==> src/rtl/cnn_mac_pkg.sv <==
// Shared types for the CNN MAC control blocks: sequencer state encoding and
// the flag word that travels down the multiplier-latency delay line.
package cnn_mac_pkg;

  typedef enum logic [1:0] {
    ST_IDLE  = 2'd0,
    ST_RUN   = 2'd1,
    ST_DRAIN = 2'd2,
    ST_DONE  = 2'd3
  } seq_state_t;

  typedef struct packed {
    logic valid;  // a tap was issued in this slot
    logic first;  // tap 0 of its window
    logic last;   // tap TAPS-1 of its window
  } dly_flags_t;

  localparam int FLAG_W      = $bits(dly_flags_t);
  localparam int STALL_CNT_W = 16;
  localparam logic [STALL_CNT_W-1:0] STALL_CNT_MAX = '1;

endpackage

==> src/rtl/mac_seq_ctrl_if.sv <==
// Handshake and datapath-control bundle between the layer controller (master)
// and the MAC sequencer (slave).
interface mac_seq_ctrl_if #(
  parameter int TAP_W = 4,
  parameter int WIN_W = 8
);
  import cnn_mac_pkg::*;

  logic                   start;
  logic [WIN_W-1:0]       num_win;
  logic                   stall;
  logic                   busy;
  logic                   done;
  logic [TAP_W-1:0]       tap_idx;
  logic [WIN_W-1:0]       win_idx;
  logic                   issue;
  logic                   acc_load;
  logic                   acc_en;
  logic                   out_valid;
  logic [STALL_CNT_W-1:0] stall_cnt;

  modport master (
    output start, num_win, stall,
    input  busy, done, tap_idx, win_idx, issue, acc_load, acc_en, out_valid, stall_cnt
  );

  modport slave (
    input  start, num_win, stall,
    output busy, done, tap_idx, win_idx, issue, acc_load, acc_en, out_valid, stall_cnt
  );

endinterface

==> src/rtl/mac_ctrl_dly.sv <==
// DEPTH-stage flag shift register; shifts every cycle so empty slots travel
// as bubbles. Reusable by any pipelined CNN control block.
module mac_ctrl_dly #(
  parameter int W     = 3,
  parameter int DEPTH = 2
) (
  input  logic         clk,
  input  logic         rst,
  input  logic [W-1:0] d,
  output logic [W-1:0] q
);

  logic [DEPTH-1:0][W-1:0] stage_reg;

  always_ff @(posedge clk or posedge rst) begin
    if (rst) begin
      stage_reg <= '0;
    end else begin
      stage_reg[0] <= d;
      for (int i = 1; i < DEPTH; i++) begin
        stage_reg[i] <= stage_reg[i-1];
      end
    end
  end

  assign q = stage_reg[DEPTH-1];

endmodule

==> src/rtl/mac_seq_ctrl.sv <==
// MAC control sequencer: NUM_WIN windows x TAPS taps, accumulator controls
// aligned to PIPE_LAT. Define MAC_SEQ_PERF_EN to build the stall counter.
module mac_seq_ctrl
  import cnn_mac_pkg::*;
#(
  parameter int TAPS     = 9,
  parameter int PIPE_LAT = 2,
  parameter int WIN_W    = 8
) (
  input  logic           clk,
  input  logic           rst,
  mac_seq_ctrl_if.slave  bus
);

  localparam int TAP_W = $clog2(TAPS);
  localparam int DRN_W = $clog2(PIPE_LAT + 2);
  localparam logic [TAP_W-1:0] TAP_LAST = TAP_W'(TAPS - 1);
  localparam logic [DRN_W-1:0] DRN_LAST = DRN_W'(PIPE_LAT);

  seq_state_t       state;
  logic [TAP_W-1:0] tap_reg;
  logic [WIN_W-1:0] win_reg;
  logic [WIN_W-1:0] nwin_reg;
  logic [DRN_W-1:0] drn_reg;
  logic             out_valid_reg;
  logic             issue;
  dly_flags_t       flags_in;
  dly_flags_t       flags_out;

  assign issue = (state == ST_RUN) && !bus.stall;

  always_ff @(posedge clk or posedge rst) begin
    if (rst) begin
      state    <= ST_IDLE;
      tap_reg  <= '0;
      win_reg  <= '0;
      nwin_reg <= '0;
      drn_reg  <= '0;
    end else begin
      case (state)
        ST_IDLE: begin
          if (bus.start) begin
            nwin_reg <= bus.num_win;
            tap_reg  <= '0;
            win_reg  <= '0;
            state    <= (bus.num_win == '0) ? ST_DONE : ST_RUN;
          end
        end
        ST_RUN: begin
          if (!bus.stall) begin
            if (tap_reg == TAP_LAST) begin
              tap_reg <= '0;
              // Indices return to 0 after the final tap so they never exceed num_win-1.
              if (win_reg == nwin_reg - WIN_W'(1)) begin
                win_reg <= '0;
                drn_reg <= '0;
                state   <= ST_DRAIN;
              end else begin
                win_reg <= win_reg + WIN_W'(1);
              end
            end else begin
              tap_reg <= tap_reg + TAP_W'(1);
            end
          end
        end
        ST_DRAIN: begin
          if (drn_reg == DRN_LAST) begin
            state <= ST_DONE;
          end else begin
            drn_reg <= drn_reg + DRN_W'(1);
          end
        end
        ST_DONE: begin
          state <= ST_IDLE;
        end
        default: begin
          state <= ST_IDLE;
        end
      endcase
    end
  end

  always_comb begin
    flags_in       = '0;
    flags_in.valid = issue;
    flags_in.first = issue && (tap_reg == '0);
    flags_in.last  = issue && (tap_reg == TAP_LAST);
  end

  mac_ctrl_dly #(
    .W     (FLAG_W),
    .DEPTH (PIPE_LAT)
  ) u_dly (
    .clk (clk),
    .rst (rst),
    .d   (flags_in),
    .q   (flags_out)
  );

  // The final product lands on this edge; the sum is readable the cycle after.
  always_ff @(posedge clk or posedge rst) begin
    if (rst) begin
      out_valid_reg <= 1'b0;
    end else begin
      out_valid_reg <= flags_out.valid && flags_out.last;
    end
  end

`ifdef MAC_SEQ_PERF_EN
  logic [STALL_CNT_W-1:0] stall_cnt_reg;

  always_ff @(posedge clk or posedge rst) begin
    if (rst) begin
      stall_cnt_reg <= '0;
    end else if ((state == ST_IDLE) && bus.start) begin
      stall_cnt_reg <= '0;
    end else if ((state == ST_RUN) && bus.stall && (stall_cnt_reg != STALL_CNT_MAX)) begin
      stall_cnt_reg <= stall_cnt_reg + STALL_CNT_W'(1);
    end
  end

  assign bus.stall_cnt = stall_cnt_reg;
`else
  assign bus.stall_cnt = '0;
`endif

  assign bus.busy      = (state != ST_IDLE);
  assign bus.done      = (state == ST_DONE);
  assign bus.tap_idx   = tap_reg;
  assign bus.win_idx   = win_reg;
  assign bus.issue     = issue;
  assign bus.acc_en    = flags_out.valid;
  assign bus.acc_load  = flags_out.valid && flags_out.first;
  assign bus.out_valid = out_valid_reg;

endmodule

==> src/flat_wrapper.sv <==
// flat-port wrapper written by rule: the top's interface ports become plain ports
module mac_seq_ctrl_flat import cnn_mac_pkg::*;
#(
  parameter int TAPS     = 9,
  parameter int PIPE_LAT = 2,
  parameter int WIN_W    = 8
)
  (clk, rst, bus_start, bus_num_win, bus_stall, bus_busy, bus_done, bus_tap_idx, bus_win_idx, bus_issue, bus_acc_load, bus_acc_en, bus_out_valid, bus_stall_cnt);
  mac_seq_ctrl_if #(.TAP_W(($clog2(TAPS))), .WIN_W(WIN_W)) bus_i ();
  input  logic clk;
  input  logic rst;
  input wire logic [$bits(bus_i.start)-1:0] bus_start;
  input wire logic [$bits(bus_i.num_win)-1:0] bus_num_win;
  input wire logic [$bits(bus_i.stall)-1:0] bus_stall;
  output wire logic [$bits(bus_i.busy)-1:0] bus_busy;
  output wire logic [$bits(bus_i.done)-1:0] bus_done;
  output wire logic [$bits(bus_i.tap_idx)-1:0] bus_tap_idx;
  output wire logic [$bits(bus_i.win_idx)-1:0] bus_win_idx;
  output wire logic [$bits(bus_i.issue)-1:0] bus_issue;
  output wire logic [$bits(bus_i.acc_load)-1:0] bus_acc_load;
  output wire logic [$bits(bus_i.acc_en)-1:0] bus_acc_en;
  output wire logic [$bits(bus_i.out_valid)-1:0] bus_out_valid;
  output wire logic [$bits(bus_i.stall_cnt)-1:0] bus_stall_cnt;
  assign bus_i.start = bus_start;
  assign bus_i.num_win = bus_num_win;
  assign bus_i.stall = bus_stall;
  assign bus_busy = bus_i.busy;
  assign bus_done = bus_i.done;
  assign bus_tap_idx = bus_i.tap_idx;
  assign bus_win_idx = bus_i.win_idx;
  assign bus_issue = bus_i.issue;
  assign bus_acc_load = bus_i.acc_load;
  assign bus_acc_en = bus_i.acc_en;
  assign bus_out_valid = bus_i.out_valid;
  assign bus_stall_cnt = bus_i.stall_cnt;
  mac_seq_ctrl #(.TAPS(TAPS), .PIPE_LAT(PIPE_LAT), .WIN_W(WIN_W)) u_core (.clk(clk), .rst(rst), .bus(bus_i));
endmodule
==> config.mk <==
export PLATFORM = sky130hd
export DESIGN_NAME = mac_seq_ctrl_flat
export DESIGN_NICKNAME = d
export VERILOG_FILES = /design/src/rtl/cnn_mac_pkg.sv /design/src/rtl/mac_seq_ctrl_if.sv /design/src/rtl/mac_ctrl_dly.sv /design/src/rtl/mac_seq_ctrl.sv /design/src/flat_wrapper.sv
export SDC_FILE = /design/constraint.sdc
export NUM_CORES = 1
export LEC_CHECK = 0
export ABC_AREA = 1
export CAP_MARGIN = 20
export CELL_PAD_IN_SITES_DETAIL_PLACEMENT = 0
export CELL_PAD_IN_SITES_GLOBAL_PLACEMENT = 2
export CORE_ASPECT_RATIO = 2
export CORE_MARGIN = 3
export CORE_UTILIZATION = 30
export DETAILED_ROUTE_END_ITERATION = 10
export GPL_ROUTABILITY_DRIVEN = 1
export PLACE_DENSITY_LB_ADDON = 0.05
export SYNTH_ARGS = -nofsm -noshare
export SYNTH_HDL_FRONTEND = slang
export SYNTH_SLANG_ARGS = --single-unit
==> constraint.sdc <==
create_clock -name clk -period 2.49 [get_ports clk]
set_input_delay 0.747 -clock clk [delete_from_list [all_inputs] [get_ports clk]]
set_output_delay 0.747 -clock clk [all_outputs]
set_load 0.05 [all_outputs]
Word level (Yosys, flattened, before mapping)
Cells that the tools add are included.
{"block": "word_totals", "reg_bits": 31, "input_bits": 12, "wordCells": 62}
{"block": "op_classes", "mux": 21, "n_addsub": 4, "n_reduce_logical": 17, "eq_ne": 12}
{"operator": "$mux 8", "count": 4}
{"operator": "$mux 2", "count": 10}
{"operator": "$pmux 8 s2", "count": 1}
{"operator": "$mux 4", "count": 3}
{"operator": "$ne 2x2->1 const B", "count": 5}
{"operator": "$reduce_and 5->1", "count": 2}
{"operator": "$add 8x1->8 const B", "count": 1}
{"operator": "$eq 8x8->1", "count": 1}
{"operator": "$logic_not 8->1", "count": 1}
{"operator": "$pmux 2 s4", "count": 1}
{"operator": "$pmux 4 s2", "count": 1}
{"operator": "$sub 8x1->8 const B", "count": 1}
{"operator": "$eq 2x2->1 const B", "count": 3}
{"operator": "$reduce_bool 2->1", "count": 3}
{"operator": "$logic_and 1x1->1", "count": 5}
{"operator": "$add 4x1->4 const B", "count": 1}
{"operator": "$eq 4x4->1 const B", "count": 1}
{"operator": "$logic_not 4->1", "count": 1}
{"operator": "$pmux 2 s2", "count": 1}
{"operator": "$reduce_and 4->1", "count": 1}
{"operator": "$reduce_and 3->1", "count": 1}
{"operator": "$add 2x1->2 const B", "count": 1}
{"operator": "$eq 2x1->1 const B", "count": 1}
{"operator": "$logic_not 2->1", "count": 1}
{"operator": "3 further kinds", "count": 3}

Depth between registers and ports, before layout
{"block": "depth", "word_depth": 6, "depth_mapped": 14, "mapped_depth_nobuf": 14}

Hierarchy
From an unflattened synthesis, not the netlist that was laid out.
{"block": "unflattened", "hier_cells": 275, "hier_area_um2": 2025.7}
{"module": "mac_seq_ctrl", "cells_per_inst": 265, "area_per_inst_um2": 1849.3, "instances": 1}
{"module": "mac_ctrl_dly", "cells_per_inst": 10, "area_per_inst_um2": 176.4, "instances": 1}

Least setup slack after synthesis
Ideal clock, no wire load.
{"block": "synth_path", "kind": "register to output", "from": "register u_core.state[1]", "to": "output bus_issue", "arrival_time_ps": 1544, "required_time_ps": 1743, "path_slack_ps": 199, "path_stages_with_launch": 6, "n_path_buf": 1, "cell_sequence": "dfrtp_1 -> inv_1 -> ha_1 -> buf_2 -> inv_1 -> nor2_1"}
{"block": "synth_via", "elab_chain_cells": 2}
{"item": "start, declared", "line": "mac_seq_ctrl.sv:20", "rtl": "seq_state_t state;"}
{"item": "start signal, assigned", "line": "mac_seq_ctrl.sv:46", "rtl": "state <= (bus.num_win == '0) ? ST_DONE : ST_RUN;"}
{"item": "$eq 2x1->1", "line": "mac_seq_ctrl.sv:30", "rtl": "assign issue = (state == ST_RUN) && !bus.stall;"}
{"item": "$logic_and 1x1->1", "line": "mac_seq_ctrl.sv:30"}
{"item": "end, declared", "line": "flat_wrapper.sv:19", "rtl": "output wire logic [$bits(bus_i.issue)-1:0] bus_issue;"}
Every way passes these cells.

Worst setup path after layout
{"block": "layout_path", "from": "input bus_stall", "to": "output bus_issue"}
{"block": "layout_via", "elab_chain_cells": 2}
{"item": "start, declared", "line": "flat_wrapper.sv:14", "rtl": "input wire logic [$bits(bus_i.stall)-1:0] bus_stall;"}
{"item": "$logic_not 1->1", "line": "mac_seq_ctrl.sv:30"}
{"item": "$logic_and 1x1->1", "line": "mac_seq_ctrl.sv:30"}
Every way passes these cells.

==> flow_summary.json <==
{
  "grt-busiest-layer": "met2",
  "mappedNetlistArea_sq_mm": 0.00192,
  "drc_errors": 0,
  "cts.path.max_buffers": 2,
  "cell_internal_pwr_mw": 1.50,
  "start_util_pct": 31.4,
  "cts.sinks": 31,
  "core_area_sq_mm": 0.00611,
  "grt_start_max_net_pins": 32,
  "cp-end-kind": "output port",
  "synth-warning-count": 0,
  "rr_startpoint": "u_core.nwin_reg[0]$_DFFE_PP0P_",
  "grt_use_met3_pct": 2.08,
  "required_ns": 1.74,
  "clkPwrFrac_pct": 21.7,
  "ir_worst_vdd_uv": 503,
  "worst-endpoint-arrival_ns": 1.62,
  "finalWirelength_um": 4660,
  "combPwrFrac_pct": 49.7,
  "vias_per_cell": 4.25,
  "cts-root-buf": "clkbuf_16",
  "die_area_sq_mm": 0.00745,
  "antenna_found_initial": 0,
  "p_leak_nw": 1.19,
  "swShare_pct": 45.9,
  "min_period_over_period_pct": 95.0,
  "grt_pass1_vias": 1530,
  "reg2regPathDepth": 13,
  "drtAntennaViolNets": 0,
  "crit_type": "in -> out",
  "hold_class": "reg -> reg",
  "ys_types": 30,
  "finalPower_mw": 2.78,
  "final.setup.tns_ns": 0,
  "rows": 40,
  "io_buffer_count": 29,
  "switching_power_mw": 1.28,
  "min_path_cells": 0,
  "n_antenna_cell": 0,
  "grt_pass1_wl_um": 7490,
  "vias": 1550,
  "synthCells": 246,
  "worstPathMaxFanout": 3,
  "slew_violations": 0,
  "synth_seq_cells": 31,
  "globalRouteMet2Util_pct": 26.4,
  "clk_pin_slew_worst_paths_ns": 0.05,
  "gp_congestion": 0.737,
  "grt_use_total_pct": 13.2,
  "regArea_sq_um": 776,
  "cp-start-kind": "primary input",
  "setup_viol": 0,
  "timing.slew.headroom_pct": 66.5,
  "final_cell_mix": "nand2_1, inv_1, dfrtp_1, clkdlybuf4s50_1, nor2_1",
  "wl_per_cell_um": 12.8,
  "hold_viol": 0,
  "cts_setup_buffers": 0,
  "insertion_delay_ns": 0.28,
  "die_x_um": 62.6,
  "cap_violations": 0,
  "die_h_um": 119,
  "cts-buffers-inserted": 5,
  "synth-main-ff-cell": "dfrtp_1",
  "synth-edff-count": 0,
  "avgSynthCellArea_sq_um": 7.80,
  "hp-start": "u_core.u_dly.stage_reg[0]$_DFF_PP0_",
  "layout_min_cycle_time_ns": 2.37,
  "met1_usage_pct": 12.5,
  "nNetsFinal": 302,
  "max_freq_ghz": 0.423,
  "area_delta_synth_final_pct": 25.9,
  "rsz0062_at_grt": "no",
  "io_pins": 46,
  "layout_commonest_cell": "nand2_1",
  "ys_seq_area_share_pct": 40.4,
  "status": "finished, final reports clean",
  "cts_tree": "built",
  "synthArstFlopShare_pct": 100,
  "dr.pass1.iters": 4,
  "reg2reg_to": "u_core.state[0]$_DFFE_PP0P_",
  "share_seq_of_total_power_pct": 28.6,
  "crit_start": "bus_stall",
  "worst_pin_slew_ns": 0.500,
  "r2r_setup_slack_ns": 0.57,
  "p_per_area_mw_per_mm2": 1150,
  "fin_skew_ns": 0.00236,
  "first_iter_violations": 46,
  "multiInputGateArea_sq_um": 907,
  "cts_max_level": 2,
  "fin_util_pct": 39.6,
  "min_to": "u_core.u_dly.q[0]$_DFF_PP0_",
  "fillers": 687,
  "layout-drive-gt1-share_pct": 9.25,
  "dp_hpwl_um": 3740,
  "grt-ovfl-total": 0
}
stage by stage:
stage	setup slack (ns)	hold WS, ns	std cells	area (sq um)
6_report	0.125	0.345	365	2420
5_1_grt	0.0781	0.353	365	2420
4_1_cts	0.0684	0.347	365	2410
3_5_place_dp	0.119	0.335	358	2270
3_3_place_gp	0.154	0.332	358	2270
2_1_floorplan	0.199	0.331	261	1980
cell type report:
class	count	area share (%)
Clock inverter	1	0.207
Tap cell	84	4.35
Timing Repair Buffer	33	14.0
Multi-Input combinational cell	171	37.5
Sequential cell	31	32.1
Inverter	39	6.06
Clock buffer	6	5.75
power by group through the flow:
| stage | combinational, mW | sequential, mW | clock [mW] |
|---|---|---|---|
| final | 1.38 | 0.795 | 0.603 |
| after floorplan | 0.911 | 0.889 | 0 |
| after CTS | 1.41 | 0.802 | 0.623 |
| after global placement | 1.41 | 0.811 | 0 |
| after global routing | 1.55 | 0.822 | 0.640 |
| after detailed placement | 1.41 | 0.809 | 0 |
kinds of logic after synthesis:
logic type,after synthesis,share of synthesized area (%)
compound gates,24,6.71
xor+xnor,12,5.48
fa+ha+maj,9,5.87
buf+inv,59,15.4
flops,31,40.4
other cells,1,0.195
simple gates,110,25.9
cell usage after synthesis (all sizes together), types with 2 or more instances:
cell / number / area share (%)
xor2: 9 / 4.1
nand2: 58 / 12
nor2: 23 / 5.3
a21oi: 9 / 2.3
nand3: 18 / 5.2
nor3: 2 / 0.52
ha: 9 / 5.9
inv: 38 / 7.4
dfrtp: 31 / 40
xnor2: 3 / 1.4
buf: 19 / 7.6
o21ai: 11 / 2.9
nand4: 8 / 2.6
critical path, cell delays in order:
cell and delay [ns]:
clkdlybuf4s50_1 0.44, nor2_1 0.25, buf_12 0.18
timing repair:
item	in CTS	in global routing
hold endpoints to repair	0	0
setup endpoints to repair	0	1
gates resized for setup	0	1
hold buffers	0	0
layer usage:
metal | vias up | wire (um)
met3 | 7 | 129
met4 | 0 | 98
met2 | 29 | 2740
met5 | - | 0
li1 | 807 | -
met1 | 707 | 1700
worst max-delay path by stage:
stage / endpoint / slack, ns / cells after the start
after global placement: bus_issue / 0.15 / 3
after CTS: bus_issue / 0.07 / 5
after detailed placement: u_core.bus.win_idx[4]$_DFFE_PP0P_ / 0.12 / 9
after global routing: bus_issue / 0.08 / 3
after floorplan: bus_issue / 0.20 / 5
final: bus_issue / 0.12 / 3
No activity file was read; power rests on OpenSTA's default activity.
